File: src/rtl/seg7_scan_decoder_pkg.sv
// Shared definitions for the 7-segment scan decoder.
// Holds the active-low segment pattern constants (bit0 = a ... bit6 = g). They must stay
// bit-identical to the board's hex encoder. Also holds the FSM state type.
package seg7_scan_decoder_pkg;

   localparam int unsigned SEG_W = 7;

   // Active-low patterns: 0 = segment lit.
   localparam logic [SEG_W-1:0] SEG_0     = 7'b1000000;
   localparam logic [SEG_W-1:0] SEG_1     = 7'b1111001;
   localparam logic [SEG_W-1:0] SEG_2     = 7'b0100100;
   localparam logic [SEG_W-1:0] SEG_3     = 7'b0110000;
   localparam logic [SEG_W-1:0] SEG_4     = 7'b0011001;
   localparam logic [SEG_W-1:0] SEG_5     = 7'b0010010;
   localparam logic [SEG_W-1:0] SEG_6     = 7'b0000010;
   localparam logic [SEG_W-1:0] SEG_7     = 7'b1111000;
   localparam logic [SEG_W-1:0] SEG_8     = 7'b0000000;
   localparam logic [SEG_W-1:0] SEG_9     = 7'b0010000;
   localparam logic [SEG_W-1:0] SEG_A     = 7'b0001000;
   localparam logic [SEG_W-1:0] SEG_B     = 7'b0000011;
   localparam logic [SEG_W-1:0] SEG_C     = 7'b1000110;
   localparam logic [SEG_W-1:0] SEG_D     = 7'b0100001;
   localparam logic [SEG_W-1:0] SEG_E     = 7'b0000110;
   localparam logic [SEG_W-1:0] SEG_F     = 7'b0001110;
   localparam logic [SEG_W-1:0] SEG_BLANK = 7'b1111111;

   // Stability counter width; the counter saturates rather than wrapping.
   localparam int unsigned CNT_W = 8;

   typedef enum logic [1:0] {
      StIdle,
      StTrack,
      StHeld
   } state_e;

endpackage

File: src/rtl/seg7_pattern_decode.sv
// Combinational inverse of the hex-to-7-segment encoder.
// Ports:
//   seg_n  - active-low segment pattern, bit0 = a ... bit6 = g
//   nibble - recovered hex value (0 when the pattern is not a digit)
//   legal  - pattern is one of the sixteen hex glyphs
//   blank  - pattern has every segment off
module seg7_pattern_decode
   import seg7_scan_decoder_pkg::*;
(
   input  logic [SEG_W-1:0] seg_n,
   output logic [3:0]       nibble,
   output logic             legal,
   output logic             blank
);

   always_comb begin
      nibble = 4'h0;
      legal  = 1'b1;
      blank  = 1'b0;
      case (seg_n)
         SEG_0:     nibble = 4'h0;
         SEG_1:     nibble = 4'h1;
         SEG_2:     nibble = 4'h2;
         SEG_3:     nibble = 4'h3;
         SEG_4:     nibble = 4'h4;
         SEG_5:     nibble = 4'h5;
         SEG_6:     nibble = 4'h6;
         SEG_7:     nibble = 4'h7;
         SEG_8:     nibble = 4'h8;
         SEG_9:     nibble = 4'h9;
         SEG_A:     nibble = 4'hA;
         SEG_B:     nibble = 4'hB;
         SEG_C:     nibble = 4'hC;
         SEG_D:     nibble = 4'hD;
         SEG_E:     nibble = 4'hE;
         SEG_F:     nibble = 4'hF;
         SEG_BLANK: begin
            legal = 1'b0;
            blank = 1'b1;
         end
         default:   legal = 1'b0;
      endcase
   end

endmodule

File: src/rtl/seg7_scan_decoder.sv
// Snoops a multiplexed, active-low 7-segment bus and recovers the displayed hex digits.
// A {seg, dig} sample must stay unchanged for STABLE_CYCLES synchronized samples before it is
// captured. This filters out scan transitions and ghosting.
// Ports:
//   clk, rst_n  - clock and synchronous active-low reset
//   seg_n       - segment lines, active-low, bit0 = a ... bit6 = g
//   dig_n       - digit enables, active-low; exactly one low selects a scan slot
//   clr         - clears digit_valid, digit_blank and digit_err
//   digit_bin   - recovered nibbles, digit i at [4i+3:4i]
//   digit_valid - digit holds a legal captured value
//   digit_blank - digit last captured all segments off
//   digit_err   - sticky, digit captured an illegal pattern
//   upd         - one-cycle pulse per capture, upd_idx names the digit
module seg7_scan_decoder
   import seg7_scan_decoder_pkg::*;
#(
   parameter int unsigned NUM_DIGITS    = 4,
   parameter int unsigned STABLE_CYCLES = 16,
   localparam int unsigned IdxW = (NUM_DIGITS > 1) ? $clog2(NUM_DIGITS) : 1
) (
   input  logic                    clk,
   input  logic                    rst_n,
   input  logic [SEG_W-1:0]        seg_n,
   input  logic [NUM_DIGITS-1:0]   dig_n,
   input  logic                    clr,
   output logic [4*NUM_DIGITS-1:0] digit_bin,
   output logic [NUM_DIGITS-1:0]   digit_valid,
   output logic [NUM_DIGITS-1:0]   digit_blank,
   output logic [NUM_DIGITS-1:0]   digit_err,
   output logic                    upd,
   output logic [IdxW-1:0]         upd_idx
);

   localparam logic [CNT_W-1:0] CntCapture = CNT_W'(STABLE_CYCLES - 1);
   localparam logic [CNT_W-1:0] CntMax     = '1;

   // Input synchronizer plus one sample of history for the stability compare.
   // The all-ones reset value reads as "nothing driven", so leaving reset cannot fake a capture.
   logic [SEG_W-1:0]      seg_s1_q, seg_s2_q, seg_prev_q;
   logic [NUM_DIGITS-1:0] dig_s1_q, dig_s2_q, dig_prev_q;

   always_ff @(posedge clk) begin
      if (!rst_n) begin
         seg_s1_q   <= '1;
         seg_s2_q   <= '1;
         seg_prev_q <= '1;
         dig_s1_q   <= '1;
         dig_s2_q   <= '1;
         dig_prev_q <= '1;
      end else begin
         seg_s1_q   <= seg_n;
         seg_s2_q   <= seg_s1_q;
         seg_prev_q <= seg_s2_q;
         dig_s1_q   <= dig_n;
         dig_s2_q   <= dig_s1_q;
         dig_prev_q <= dig_s2_q;
      end
   end

   // Slot check: legal only with exactly one enable low.
   logic [3:0]      zero_cnt;
   logic [IdxW-1:0] slot_idx;
   logic            slot_legal;
   logic            same;

   always_comb begin
      zero_cnt = 4'd0;
      slot_idx = '0;
      for (int i = 0; i < NUM_DIGITS; i++) begin
         if (!dig_s2_q[i]) begin
            zero_cnt = zero_cnt + 4'd1;
            slot_idx = IdxW'(i);
         end
      end
      slot_legal = (zero_cnt == 4'd1);
      same       = ({seg_s2_q, dig_s2_q} == {seg_prev_q, dig_prev_q});
   end

   logic [3:0] dec_nibble;
   logic       dec_legal;
   logic       dec_blank;

   seg7_pattern_decode u_decode (
      .seg_n  (seg_s2_q),
      .nibble (dec_nibble),
      .legal  (dec_legal),
      .blank  (dec_blank)
   );

   // Stability FSM
   state_e           state_q, state_d;
   logic [CNT_W-1:0] cnt_q, cnt_d;
   logic [CNT_W-1:0] cnt_inc;
   logic             capture;

   always_comb begin
      state_d = state_q;
      cnt_d   = cnt_q;
      capture = 1'b0;
      cnt_inc = (cnt_q == CntMax) ? cnt_q : cnt_q + 1'b1;
      unique case (state_q)
         StIdle: begin
            if (slot_legal) begin
               state_d = StTrack;
               cnt_d   = '0;
            end
         end
         StTrack: begin
            if (!slot_legal) begin
               state_d = StIdle;
               cnt_d   = '0;
            end else if (!same) begin
               cnt_d = '0;
            end else begin
               cnt_d = cnt_inc;
               if (cnt_inc == CntCapture) begin
                  capture = 1'b1;
                  state_d = StHeld;
               end
            end
         end
         StHeld: begin
            if (!slot_legal) begin
               state_d = StIdle;
               cnt_d   = '0;
            end else if (!same) begin
               state_d = StTrack;
               cnt_d   = '0;
            end else begin
               // Keeps counting (saturating) but never re-captures until the input changes.
               cnt_d = cnt_inc;
            end
         end
         default: begin
            state_d = StIdle;
            cnt_d   = '0;
         end
      endcase
   end

   always_ff @(posedge clk) begin
      if (!rst_n) begin
         state_q <= StIdle;
         cnt_q   <= '0;
      end else begin
         state_q <= state_d;
         cnt_q   <= cnt_d;
      end
   end

   // Output registers
   logic [4*NUM_DIGITS-1:0] bin_q, bin_d;
   logic [NUM_DIGITS-1:0]   valid_q, valid_d;
   logic [NUM_DIGITS-1:0]   blank_q, blank_d;
   logic [NUM_DIGITS-1:0]   err_q, err_d;
   logic                    upd_q, upd_d;
   logic [IdxW-1:0]         upd_idx_q, upd_idx_d;

   always_comb begin
      bin_d     = bin_q;
      valid_d   = valid_q;
      blank_d   = blank_q;
      err_d     = err_q;
      upd_d     = capture;
      upd_idx_d = upd_idx_q;
      // clr first so a simultaneous capture keeps the flags it just set.
      if (clr) begin
         valid_d = '0;
         blank_d = '0;
         err_d   = '0;
      end
      if (capture) begin
         upd_idx_d = slot_idx;
      end
      for (int i = 0; i < NUM_DIGITS; i++) begin
         if (capture && (slot_idx == IdxW'(i))) begin
            if (dec_legal) begin
               bin_d[4*i +: 4] = dec_nibble;
               valid_d[i]      = 1'b1;
               blank_d[i]      = 1'b0;
            end else if (dec_blank) begin
               valid_d[i] = 1'b0;
               blank_d[i] = 1'b1;
            end else begin
               err_d[i] = 1'b1;
            end
         end
      end
   end

   always_ff @(posedge clk) begin
      if (!rst_n) begin
         bin_q     <= '0;
         valid_q   <= '0;
         blank_q   <= '0;
         err_q     <= '0;
         upd_q     <= 1'b0;
         upd_idx_q <= '0;
      end else begin
         bin_q     <= bin_d;
         valid_q   <= valid_d;
         blank_q   <= blank_d;
         err_q     <= err_d;
         upd_q     <= upd_d;
         upd_idx_q <= upd_idx_d;
      end
   end

   assign digit_bin   = bin_q;
   assign digit_valid = valid_q;
   assign digit_blank = blank_q;
   assign digit_err   = err_q;
   assign upd         = upd_q;
   assign upd_idx     = upd_idx_q;

endmodule

File: config.mk
export PLATFORM = sky130hd
export DESIGN_NAME = seg7_scan_decoder
export DESIGN_NICKNAME = d
export VERILOG_FILES = /design/src/rtl/seg7_scan_decoder_pkg.sv /design/src/rtl/seg7_pattern_decode.sv /design/src/rtl/seg7_scan_decoder.sv
export SDC_FILE = /design/constraint.sdc
export NUM_CORES = 1
export LEC_CHECK = 0
export CORE_ASPECT_RATIO = 1.4
export CORE_MARGIN = 3
export CORE_UTILIZATION = 41
export DETAILED_ROUTE_END_ITERATION = 8
export DONT_BUFFER_PORTS = 1
export GPL_ROUTABILITY_DRIVEN = 1
export PLACE_DENSITY = 0.63
export SLEW_MARGIN = 20
export SYNTH_ARGS = -nofsm -noshare
export SYNTH_HDL_FRONTEND = slang
export SYNTH_SLANG_ARGS = --single-unit
File: constraint.sdc
create_clock -name clk -period 3.18 [get_ports clk]
set_input_delay 0.159 -clock clk [delete_from_list [all_inputs] [get_ports clk]]
set_output_delay 0.159 -clock clk [all_outputs]
set_load 0.1 [all_outputs]
==> out/metrics.csv <==
stage;metric;value;unit
clock_tree;cts.sinks;74;
logic_synthesis;ys_ff_latch;74;
logic_synthesis;syn_nets;397;
sta;tns;0;ns
logic_synthesis;synth_top_cell_by_area;dfxtp_1;
global_routing;grt_use_total;16.2;%
run_status;outcome;completed;
final_layout;antennaDiodeCount;0;
detailed_routing;drt-pass1-iter-count;4;
floorplanning;row_count;38;
logic_synthesis;synthTopCellsByArea;dfxtp_1 (43%), nand2b_1 (5.7%), nand2_1 (3.6%);
clock_tree;post_cts_buffers;0;
sta;finalSetupViolCount;0;
global_routing;grt_pass1_vias;2686;
place;hpwl;4900;µm
sta;min_period;3.00;ns
floorplanning;die_x;83.2;µm
detailed_routing;postRouteAntennaNets;0;
clock_tree;clockBufferDepth;2;
place;place.gp.congestion;0.809;
detailed_routing;wl_per_cell;15.1;µm
logic_synthesis;yosysUniqueCellTypes;65;
clock_tree;root_buffer;clkbuf_8;
sta;rsz0062_at_grt;false;
sta;finalCritPeriodShare;94.3;%
floorplanning;core-area;7940;µm²
critical_path;end_kind;flop;
logic_synthesis;yosysTopAreaCellShare;43.3;%
critical_path;rr_endpoint;digit_valid[1]$_SDFF_PN0_;
logic_synthesis;syn_avg_cell_area;9.12;µm²
critical_path;path_max_fanout;8;
sta;slew_headroom;32.6;%
clock_tree;clkLatencyLatePin;0.36;ns
detailed_routing;first_iter_violations;108;
detailed_routing;routed_wl;7410;µm
final_layout;syn2layout_area_growth;13.0;%
clock_tree;cts_tree;done;
global_routing;grt_start_max_net_pins;42;
floorplanning;die_y;114;µm
power_and_ir_drop;leakage;1.45;nW
clock_tree;cts.clk_slew.worst_paths;0.09;ns
min_path;hp-class;input pin to flop;
logic_synthesis;syn_area;3420;µm²
final_layout;final_cell_mix;dfxtp_1 (74), nand2_1 (33), nand2b_1 (31);
logic_synthesis;ys_seq_area_share;43.3;%
floorplanning;start_util;43.1;%
critical_path;worstReg2RegStart;dig_s2_q[0]$_SDFF_PN1_;
detailed_routing;num_vias;2752;
job;timing.max_cap.violations;0;
detailed_routing;vias_per_cell;5.59;
critical_path;critical_path_arrival;3.29;ns
critical_path;reg2reg_depth;11;
power_and_ir_drop;ir_worst_vdd;256;µV
final_layout;drive_above_1_share;12.2;%
sta;finalHoldViolations;0;
critical_path;required;3.47;ns
detailed_routing;drc;0;
critical_path;endpoint;digit_valid[1]$_SDFF_PN0_;
logic_synthesis;synth_edf_count;0;
sta;timing.hold.ws;0.0187;ns
critical_path;critical_path_class;flop to flop;
clock_tree;cts_buffers;9;
global_routing;grt_pass1_wl;12600;µm
floorplanning;dieArea;9490;µm²
sta;drv_slew;0;
critical_path;startpoint_type;flop;
sta;worst-slew-pin-transition;1.01;ns
logic_synthesis;synthFlopType;dfxtp_1;
global_routing;grt_antenna_before_repair;0;
sta;max_freq;0.333;GHz
power_and_ir_drop;p_per_area;491;nW/µm²
logic_synthesis;ys_warn_count;0;
min_path;hold_start;clr;
critical_path;reg2reg_setup_slack;0.18;ns
critical_path;crit_start;dig_s2_q[0]$_SDFF_PN1_;
final_layout;nets;409;
sta;fin_worst_skew;0.0160;ns
global_routing;grt_remaining_overflow;0;
clock_tree;htree_num_levels;3;
place;port_buffers;0;
logic_synthesis;synth_async_sr_flop_share;0;%
floorplanning;ios;45;
final_layout;mostFrequentLayoutCell;dfxtp_1;
logic_synthesis;syn_inst;375;
==> synthesized netlist by cell type, drive strengths merged, types with 2 or more instances <==
master,n
dfxtp,74
nand2,33
nand2b,31
a21oi,20
clkbuf,16
nor2,15
nor3,15
inv,14
xnor2,13
nand3,10
buf,8
ha,8
o21ai,8
mux2i,7
nand3b,7
o2bb2ai,7
nand4,6
nor2b,6
o21a,5
o22ai,5
or2,5
a21boi,4
a31oi,4
nor4b,4
o211ai,4
or3,4
or4,4
and3,3
nor4,3
o31ai,3
a2bb2oi,2
and4,2
and4b,2
o211a,2
o32a,2
or3b,2
or4b,2
==> through the flow <==
| stage | total power [W] | setup slack [ns] | util, % | cells | cell area (µm²) |
|---|---|---|---|---|---|
| after CTS | 0.00191 | 0.120 | 48.3 | 491 | 3840 |
| final | 0.00190 | 0.181 | 48.7 | 492 | 3860 |
| after floorplan | 0.00115 | 0.277 | - | 375 | 3420 |
| after global routing | 0.00199 | 0.00657 | 48.7 | 492 | 3860 |
| after detailed placement | 0.00120 | 0.138 | 44.2 | 462 | 3510 |
| after global placement | 0.00119 | 0.226 | 44.2 | 462 | 3510 |
==> critical path, cell delays in order (launching register included) <==
cell,delay (ns)
dfxtp_1,0.38
inv_1,0.07
ha_1,0.35
xnor2_1,0.15
ha_1,0.30
or4b_1,0.48
o22ai_2,0.19
o21a_2,0.20
nand4_1,0.18
buf_4,0.24
or2_2,0.27
a21oi_1,0.12
==> power breakdown <==
part           switching [W]  internal [W]
logic               0.000123      0.000100
registers          0.0000280      0.000950
clock network       0.000398      0.000296
==> state kept, by name (all words and copies together) (netlist names) <==
| register | cells |
|---|---|
| digit_bin | 16 |
| cnt_q | 8 |
| seg_prev_q | 7 |
| seg_s1_q | 7 |
| seg_s2_q | 7 |
| dig_prev_q | 4 |
| dig_s1_q | 4 |
| dig_s2_q | 4 |
| digit_blank | 4 |
| digit_err | 4 |
| digit_valid | 4 |
| state_q | 2 |
| upd_idx | 2 |
| upd | 1 |
==> final cells by class <==
| cell class | count | area, µm² |
|---|---|---|
| multi-input cells | 263 | 1790 |
| repair buffers | 25 | 233 |
| clock inverters | 7 | 61.3 |
| fillers | 762 | 4080 |
| well taps | 100 | 125 |
| flip-flops and latches | 74 | 1480 |
| inverters | 14 | 52.6 |
| clock buffers | 9 | 124 |
==> logic make-up (layout without fill, tap and decap cells) <==
| logic type | after synthesis | count (layout) | share of synthesized area [%] |
|---|---|---|---|
| DFF | 74 | 74 | 43.3 |
| buffers and inverters | 38 | 55 | 4.87 |
| and+or+nand+nor | 158 | 158 | 27.5 |
| adders and majority gates | 8 | 8 | 2.93 |
| AOI/OAI and AO/OA | 76 | 76 | 15.7 |
| xor gates and xnor gates | 14 | 14 | 3.59 |
| muxes | 7 | 7 | 2.05 |
==> repair_timing <==
| action | 4_1_cts | 5_1_grt |
|---|---|---|
| hold buffers | 13 | 1 |
| endpoints found under the setup margin | 0 | 12 |
| gates resized for setup | 0 | 2 |
| hold endpoints to repair | 41 | 4 |
==> worst min-delay path by stage <==
| stage | slack, ns | depth (start not counted) | to |
|---|---|---|---|
| 6_report | 0.02 | 3 | digit_err[3]$_SDFF_PN0_ |
| 3_5_place_dp | 0.24 | 1 | dig_s2_q[3]$_SDFF_PN1_ |
| 3_3_place_gp | 0.24 | 1 | dig_prev_q[2]$_SDFF_PN1_ |
| 4_1_cts | 0.002 | 2 | digit_bin[13]$_SDFFE_PN0P_ |
| 2_1_floorplan | 0.26 | 1 | dig_prev_q[3]$_SDFF_PN1_ |
| 5_1_grt | 0.02 | 3 | digit_err[3]$_SDFF_PN0_ |
==> per-layer routing <==
| metal | GRT usage [%] | part of all wire [%] |
|---|---|---|
| met3 | 3.31 | 3.4 |
| met2 | 29.1 | 52 |
| met4 | 7.42 | 2.0 |
| met1 | 18.5 | 42 |
| met5 | 0 | 0 |
(Power assumes the default switching activity.)
